File: src/rtl/pc_fetch_ctrl.sv
// pc_fetch_ctrl
//   Program-counter sequencer and instruction-fetch controller for the RV32
//   core. Owns the PC, issues one instruction-memory request at a time and
//   holds the returned word for decode until it is acknowledged.
//
// Ports
//   clk, rst        core clock; asynchronous active-high reset
//   redirect_valid  control-flow change requested this cycle
//   pc_sel          3'b000 = ALU target (jalr), 3'b011 = br_pc + ext_imm,
//                   any other code is treated as "no redirect"
//   alu_out         jalr target from the ALU
//   ext_imm         sign-extended branch/jal offset
//   br_pc           PC of the redirecting instruction (base for IMM_PC)
//   stall           downstream hazard, blocks consumption of the held word
//   imem_req        fetch request (high only while a fetch is outstanding)
//   imem_addr       fetch address, equal to the PC register
//   imem_ready      memory returns imem_rdata this cycle
//   imem_rdata      instruction word from memory
//   inst_valid      inst / inst_pc hold a deliverable instruction
//   inst, inst_pc   held instruction and its address
//   inst_ack        decode consumes the held instruction
//   misalign_err    sticky: a redirect target was not word aligned
//   fetch_cnt       number of instructions delivered (acknowledged)

module pc_fetch_ctrl #(
  parameter logic [31:0] RESET_PC = 32'h0000_3000
) (
  input  logic        clk,
  input  logic        rst,
  input  logic        redirect_valid,
  input  logic [2:0]  pc_sel,
  input  logic [31:0] alu_out,
  input  logic [31:0] ext_imm,
  input  logic [31:0] br_pc,
  input  logic        stall,
  output logic        imem_req,
  output logic [31:0] imem_addr,
  input  logic        imem_ready,
  input  logic [31:0] imem_rdata,
  output logic        inst_valid,
  output logic [31:0] inst,
  output logic [31:0] inst_pc,
  input  logic        inst_ack,
  output logic        misalign_err,
  output logic [31:0] fetch_cnt
);

  localparam logic [2:0] SEL_ALU_OUT = 3'b000;
  localparam logic [2:0] SEL_IMM_PC  = 3'b011;

  typedef enum logic [1:0] {
    IDLE = 2'd0,
    REQ  = 2'd1,
    HOLD = 2'd2,
    HALT = 2'd3
  } state_t;

  state_t      state_reg;
  state_t      state_next;

  logic [31:0] pc_reg;
  logic [31:0] pending_pc_reg;
  logic        discard_reg;
  logic [31:0] inst_reg;
  logic [31:0] inst_pc_reg;
  logic        misalign_err_reg;
  logic [31:0] fetch_cnt_reg;

  // Redirect decode: only the two recognised select codes count as a redirect.
  logic        redirect_take;
  logic [31:0] redirect_target;
  logic        target_misaligned;

  always_comb begin
    redirect_take   = redirect_valid && (pc_sel == SEL_ALU_OUT || pc_sel == SEL_IMM_PC);
    // jalr clears bit 0 of the computed address; branch/jal add with wrap-around.
    redirect_target = (pc_sel == SEL_ALU_OUT) ? (alu_out & 32'hFFFF_FFFE)
                                              : (br_pc + ext_imm);
    target_misaligned = (redirect_target[1:0] != 2'b00);
  end

  // ---------------------------------------------------------------------------
  // State register
  // ---------------------------------------------------------------------------
  always_ff @(posedge clk or posedge rst) begin
    if (rst) begin
      state_reg <= IDLE;
    end else begin
      state_reg <= state_next;
    end
  end

  // ---------------------------------------------------------------------------
  // Next-state logic
  // ---------------------------------------------------------------------------
  always_comb begin
    state_next = state_reg;
    case (state_reg)
      IDLE: state_next = REQ;
      REQ: begin
        if (redirect_take) begin
          state_next = target_misaligned ? HALT : REQ;
        end else if (imem_ready && !discard_reg) begin
          state_next = HOLD;
        end
      end
      HOLD: begin
        // A redirect outranks acknowledge and stall: the held word is dropped.
        if (redirect_take) begin
          state_next = target_misaligned ? HALT : REQ;
        end else if (inst_ack && !stall) begin
          state_next = REQ;
        end
      end
      HALT: state_next = HALT;
      default: state_next = IDLE;
    endcase
  end

  // ---------------------------------------------------------------------------
  // Outputs (combinational from state so reset drops the request at once)
  // ---------------------------------------------------------------------------
  always_comb begin
    imem_req     = (state_reg == REQ);
    inst_valid   = (state_reg == HOLD);
    imem_addr    = pc_reg;
    inst         = inst_reg;
    inst_pc      = inst_pc_reg;
    misalign_err = misalign_err_reg;
    fetch_cnt    = fetch_cnt_reg;
  end

  // ---------------------------------------------------------------------------
  // Datapath registers
  // ---------------------------------------------------------------------------
  always_ff @(posedge clk or posedge rst) begin
    if (rst) begin
      pc_reg           <= RESET_PC;
      pending_pc_reg   <= RESET_PC;
      discard_reg      <= 1'b0;
      inst_reg         <= 32'h0;
      inst_pc_reg      <= 32'h0;
      misalign_err_reg <= 1'b0;
      fetch_cnt_reg    <= 32'h0;
    end else begin
      case (state_reg)
        REQ: begin
          if (redirect_take) begin
            if (target_misaligned) begin
              misalign_err_reg <= 1'b1;
              discard_reg      <= 1'b0;
            end else if (imem_ready) begin
              // Response arriving now belongs to the old path; drop it and
              // start the new path immediately.
              pc_reg      <= redirect_target;
              discard_reg <= 1'b0;
            end else begin
              // The address must stay stable while the request is pending,
              // so park the target until the old response drains. A later
              // redirect simply overwrites it (youngest wins).
              pending_pc_reg <= redirect_target;
              discard_reg    <= 1'b1;
            end
          end else if (imem_ready) begin
            if (discard_reg) begin
              pc_reg      <= pending_pc_reg;
              discard_reg <= 1'b0;
            end else begin
              inst_reg    <= imem_rdata;
              inst_pc_reg <= pc_reg;
              pc_reg      <= pc_reg + 32'd4;
            end
          end
        end
        HOLD: begin
          if (redirect_take) begin
            if (target_misaligned) begin
              misalign_err_reg <= 1'b1;
            end else begin
              pc_reg <= redirect_target;
            end
          end else if (inst_ack && !stall) begin
            fetch_cnt_reg <= fetch_cnt_reg + 32'd1;
          end
        end
        default: begin
          // IDLE and HALT leave the datapath untouched.
        end
      endcase
    end
  end

endmodule

File: config.mk
export PLATFORM = sky130hd
export DESIGN_NAME = pc_fetch_ctrl
export DESIGN_NICKNAME = d
export VERILOG_FILES = /design/src/rtl/pc_fetch_ctrl.sv
export SDC_FILE = /design/constraint.sdc
export NUM_CORES = 1
export LEC_CHECK = 0
export BUFFER_PORTS_ARGS = -buffer_cell sky130_fd_sc_hd__buf_2
export CORE_UTILIZATION = 54
export DETAILED_ROUTE_END_ITERATION = 7
export PLACE_DENSITY = 0.87
export SYNTH_ARGS = -nofsm -noshare
export SYNTH_HDL_FRONTEND = slang
export SYNTH_SLANG_ARGS = --single-unit
File: constraint.sdc
create_clock -name clk -period 6.4 [get_ports clk]
set_input_delay 0.32 -clock clk [delete_from_list [all_inputs] [get_ports clk]]
set_output_delay 0.32 -clock clk [all_outputs]
set_load 0.02 [all_outputs]
* Word-level counts from Yosys, hierarchy flattened
Cells that the tools add are included.
Widths: inputs -> output; s select.
** Word-level totals
- Bits in registers :: 164
- Logic and storage cells :: 64
** Cells by class
- Add/subtract/negate cells :: 3
- Eq/ne operators :: 11
- Mux-type cells :: 19
- Bitwise logic cells :: 4
- Reduce and logical (&&, ||, !) cells :: 19
** Operators with widths (count)
- $mux 32 :: 8
- $pmux 32 s2 :: 1
- $add 32x1->32 const B :: 1
- $add 32x3->32 const B :: 1
- $add 32x32->32 :: 1
- $ne 3x1->1 const B :: 4
- $mux 2 :: 5
- $pmux 2 s4 :: 1
- $reduce_and 4->1 :: 2
- $reduce_and 3->1 :: 2
- $reduce_and 6->1 :: 1
- $reduce_bool 2->1 :: 3
- $eq 2x2->1 const B :: 2
- $mux 1 :: 4
- $not 1->1 :: 4
- $reduce_and 2->1 :: 2
- $eq 3x2->1 const B :: 1
- $logic_and 1x1->1 :: 3
- $logic_not 3->1 :: 1
- $ne 3x3->1 const B :: 1
- $eq 2x1->1 const B :: 1
- $logic_not 1->1 :: 2
- $logic_not 2->1 :: 1
- $ne 2x1->1 const B :: 1
- 3 further kinds :: 3

* Depth between registers and ports, before layout
- Word-level depth :: 6
- Depth in mapped cells :: 10
- Gate-level depth less buffers :: 10

* Worst setup path after synthesis
OpenSTA, ideal clock, no wires.
- Path type :: input-to-reg
- Start :: in ext_imm[0]
- End :: reg pc_reg[20] (netlist: imem_addr[20])
- Data arrival time :: 2.536 ns
- Data required time :: 6.276 ns
- Setup slack :: 3.740 ns
- Cell stages on the path :: 10
- Path buffers :: 0
- Cells stage by stage :: ha_1 fa_1 a211oi_2 o21bai_2 o2111a_1 o21ai_2 o31ai_1 xor2_1 o211a_1 o31a_1
** On the way
- Longest elaborated chain between the ends :: 6
- Elaborated cells on any way between the ends :: 13
** Ends and longest elaborated chain
- start, declared :: line 33 : input logic [31:0] ext_imm,
- $add 32x32->32 * :: line 78 : : (br_pc + ext_imm);
- $mux 32 * :: line 77 : redirect_target = (pc_sel == SEL_ALU_OUT) ? (alu_out & 32'hFFFF_FFFE)
- $mux 32 :: line 152 : end else if (imem_ready) begin
- $mux 32 :: line 149 : if (target_misaligned) begin
- $mux 32 :: line 148 : if (redirect_take) begin
- $pmux 32 s2 :: line 146 : case (state_reg)
- end signal, assigned :: line 155 : pc_reg <= redirect_target;
- end signal, assigned :: line 166 : pc_reg <= pending_pc_reg;
- end signal, assigned :: line 171 : pc_reg <= pc_reg + 32'd4;
- end, declared :: line 61 : logic [31:0] pc_reg;
Mark *: on every way between the ends. The rest lies on a longest branch, timed or not. The select of a mux whose other input is x is not followed.
A chain may end at the register's enable or synchronous reset.

* Worst setup path after layout
- Start :: reg pc_reg[3] (netlist: imem_addr[3])
- End :: reg pc_reg[30] (netlist: imem_addr[30])
** On the way
- Longest elaborated chain between the ends :: 5
** Ends and longest elaborated chain
- $add 32x3->32 :: line 171
- $mux 32 :: line 165 : if (discard_reg) begin
- $mux 32 :: line 164 : end else if (imem_ready) begin
- $mux 32 :: line 148
- $pmux 32 s2 :: line 146
No other way between the ends. The select of a mux whose other input is x is not followed.

==> reports/metrics.cfg <==
[synthesis]
yosys.area.top_type = dfrtp_1
ys.flop_type = dfrtp_1
synth_area_leaders = dfrtp_1 (41%), mux2_2 (8.2%), ha_1 (4.7%), nand2_1 (4.7%), xnor2_1 (3.8%)
syn-num-nets = 1181
yosysSeqAreaShare = 0.419
ys_ff_latch = 164
synth_enable_flop_cells = 0
syn_area_per_cell_um2 = 9.74
ys_async_sr_fraction = 1.00
ys_types = 85
yosys_warnings = 0
syn_inst = 1006
synth_area_um2 = 9800
synth_top_area_share = 0.409

[sta]
timing.fmax_ghz = 0.363
rsz0062_at_grt = false
finalMaxSlewViolations = 0
post-route-period-util = 0.430
setup_tns_ps = 0
slew_headroom = 0.314
hold_viol = 0
tightest_slew_ps = 1030
finalCriticalPeriod_ps = 2750
setup_violations = 0
fin_skew_ps = 11.6

[grt]
antenna_found_initial = 0
grt-ovfl-total = 0
grt_use_total = 0.279
grt_pass1_wl_um = 40800
grt_max_degree = 85
grt_pass1_vias = 8102

[worst_setup_path]
rrSetupSlack_ps = 3650
r2r_end = imem_addr[30]
crit_arrival_ps = 3060
r2r-start = imem_addr[3]
max_stage_delay_ps = 540
slowest_stage = nor3_1
startpoint_type = flip-flop
r2r_cells = 9
required_ps = 6710
critical_path_class = reg2reg
path_cells = ha_1 -> and3_1 -> nand4_1 -> nor3_1 -> nand2_1 -> xnor2_1 -> mux2i_1 -> a21oi_1 -> a22o_1
end_kind = flip-flop
crit_fanout = 6

[pwr]
p_leak_nw = 5.83
p_per_area_nw_per_um2 = 424
ir_worst_vdd_uv = 365

[die]
coreArea_um2 = 17500
num_io_pins = 268
die_height_um = 137
core.rowCount = 48
fp.dieArea_um2 = 18700
die_w_um = 137
start_util = 0.559

[placement]
hpwl_um = 18800
portBuffers = 266
gp_congestion = 0.906
dpl_cell_area_um2 = 11300

[clock_tree]
cts_made_buffers = 17
cts_resized = 0
max-clock-path-buffers = 2
clk_pin_slew_ps = 60
holdBufCountCts = 0
root_buffer = clkbuf_16
cts.sinks = 164
cts_tree = yes
h-tree-depth = 4
clkLatencyLatePin_ps = 420
postCtsSetupBuffers = 0

[finish]
drive_above_1_share = 0.326
nets = 1428
fillCellCount = 1343
postLayoutCellArea_um2 = 11900
syn2layout_area_growth_pct = 21.8
antenna_cells = 0

[worst_hold_path]
min_path_type = in2async

[routing]
drt_iter0_drc = 715
wl_per_cell_um = 17.3
routed_via_density = 5.87
drcViolationCount = 0
ant_nets = 0
wirelength_um = 25700
dr.pass1.iters = 5
vias = 8753

[job]
max_cap_viol_count = 0

[status]
outcome = complete, no violations

cells by family (layout without fill, tap and decap cells):
logic type               Yosys count  count (layout)  share of synthesized area
AND/OR/NAND/NOR                  308             308                      0.155
AO/OA/AOI/OAI                    265             265                      0.182
adder cells (fa/ha/maj)           38              38                     0.0493
multiplexers                      87              87                     0.0981
flip-flops                       164             164                      0.419
XOR/XNOR                          75              75                     0.0670
buffers and inverters             69             328                     0.0289
stage by stage:
step | utilization | std cells | hold slack [ps] | setup slack (ps) | power [mW]
6_report | 0.681 | 1490 | 9.16 | 3650 | 5.07
5_1_grt | 0.681 | 1490 | 72.5 | 3490 | 5.39
4_1_cts | 0.681 | 1490 | 44.6 | 3710 | 5.08
3_5_place_dp | 0.644 | 1459 | 450 | 3380 | 3.96
3_3_place_gp | 0.644 | 1459 | 449 | 3420 | 3.87
2_1_floorplan | - | 1006 | 439 | 1650 | 3.25
power by group:
group          leakage (nW)  switching, mW  internal [mW]
registers              2.04          0.355           1.45
clock network         0.314          0.417          0.687
logic                  3.48           1.28          0.883
total                  5.83           2.05           3.02
layout make-up:
class	count	area [um2]	share of cell area
Clock inverter	10	173	0.0145
Tap cell	225	282	0.0236
Timing Repair Buffer	275	1400	0.117
Sequential cell	164	4110	0.344
Inverter	22	87.6	0.00734
Multi-Input combinational cell	773	5420	0.454
Clock buffer	21	470	0.0394
worst max-delay path, delay by kind of cell, from the launching register on:
| kind | cells | cell delay (ps) |
|---|---|---|
| xor gates and xnor gates | 1 | 160 |
| and+or+nand+nor | 4 | 1280 |
| DFF | 1 | 500 |
| adders and majority gates | 1 | 250 |
| muxes | 1 | 140 |
| AOI/OAI and AO/OA | 2 | 310 |
placed cells by master (no fill, tap or decap), types with 14 or more instances in the layout:
cell       Yosys  routed
xnor2_1       42      42
ha_1          37      37
inv_1         22      21
mux2i_1       15      15
a31oi_1       14      14
nand2_1      122     122
a21oi_1       55      55
mux2_2        71      71
xor2_1        33      33
buf_2         16     266
nand4_1       19      19
o21ai_0       66      66
nand3_1       28      28
o211ai_1      15      15
clkbuf_16      0      17
a21o_1        25      25
nor2_1        54      54
dfrtp_1      160     160
synth_stat cells, types with 15 or more instances:
cell / count
nor2_1: 54
dfrtp_1: 160
buf_2: 16
nand2_1: 122
o211ai_1: 15
ha_1: 37
clkbuf_1: 29
xnor2_1: 42
xor2_1: 33
mux2_2: 71
a21oi_1: 55
nand3_1: 28
inv_1: 22
a21o_1: 25
o21ai_0: 66
nand4_1: 19
mux2i_1: 15
layer usage:
layer | routed length [um] | global-route usage | up-vias
met1 | 11100 | 0.371 | 4163
met3 | 1990 | 0.0500 | 39
li1 | - | - | 4132
met2 | 12200 | 0.455 | 419
met5 | 0 | 0 | -
met4 | 427 | 0.102 | 0
worst max-delay path by stage:
| stage | start | depth (start not counted) | end |
|---|---|---|---|
| 4_1_cts | imem_addr[3] | 9 | imem_addr[30] |
| 2_1_floorplan | rst | 1 | discard_reg |
| 3_3_place_gp | ext_imm[0] | 11 | imem_addr[20] |
| 6_report | imem_addr[3] | 9 | imem_addr[30] |
| 5_1_grt | imem_addr[2] | 9 | imem_addr[30] |
| 3_5_place_dp | ext_imm[0] | 11 | imem_addr[20] |
Power figures use the tool's default switching activity.
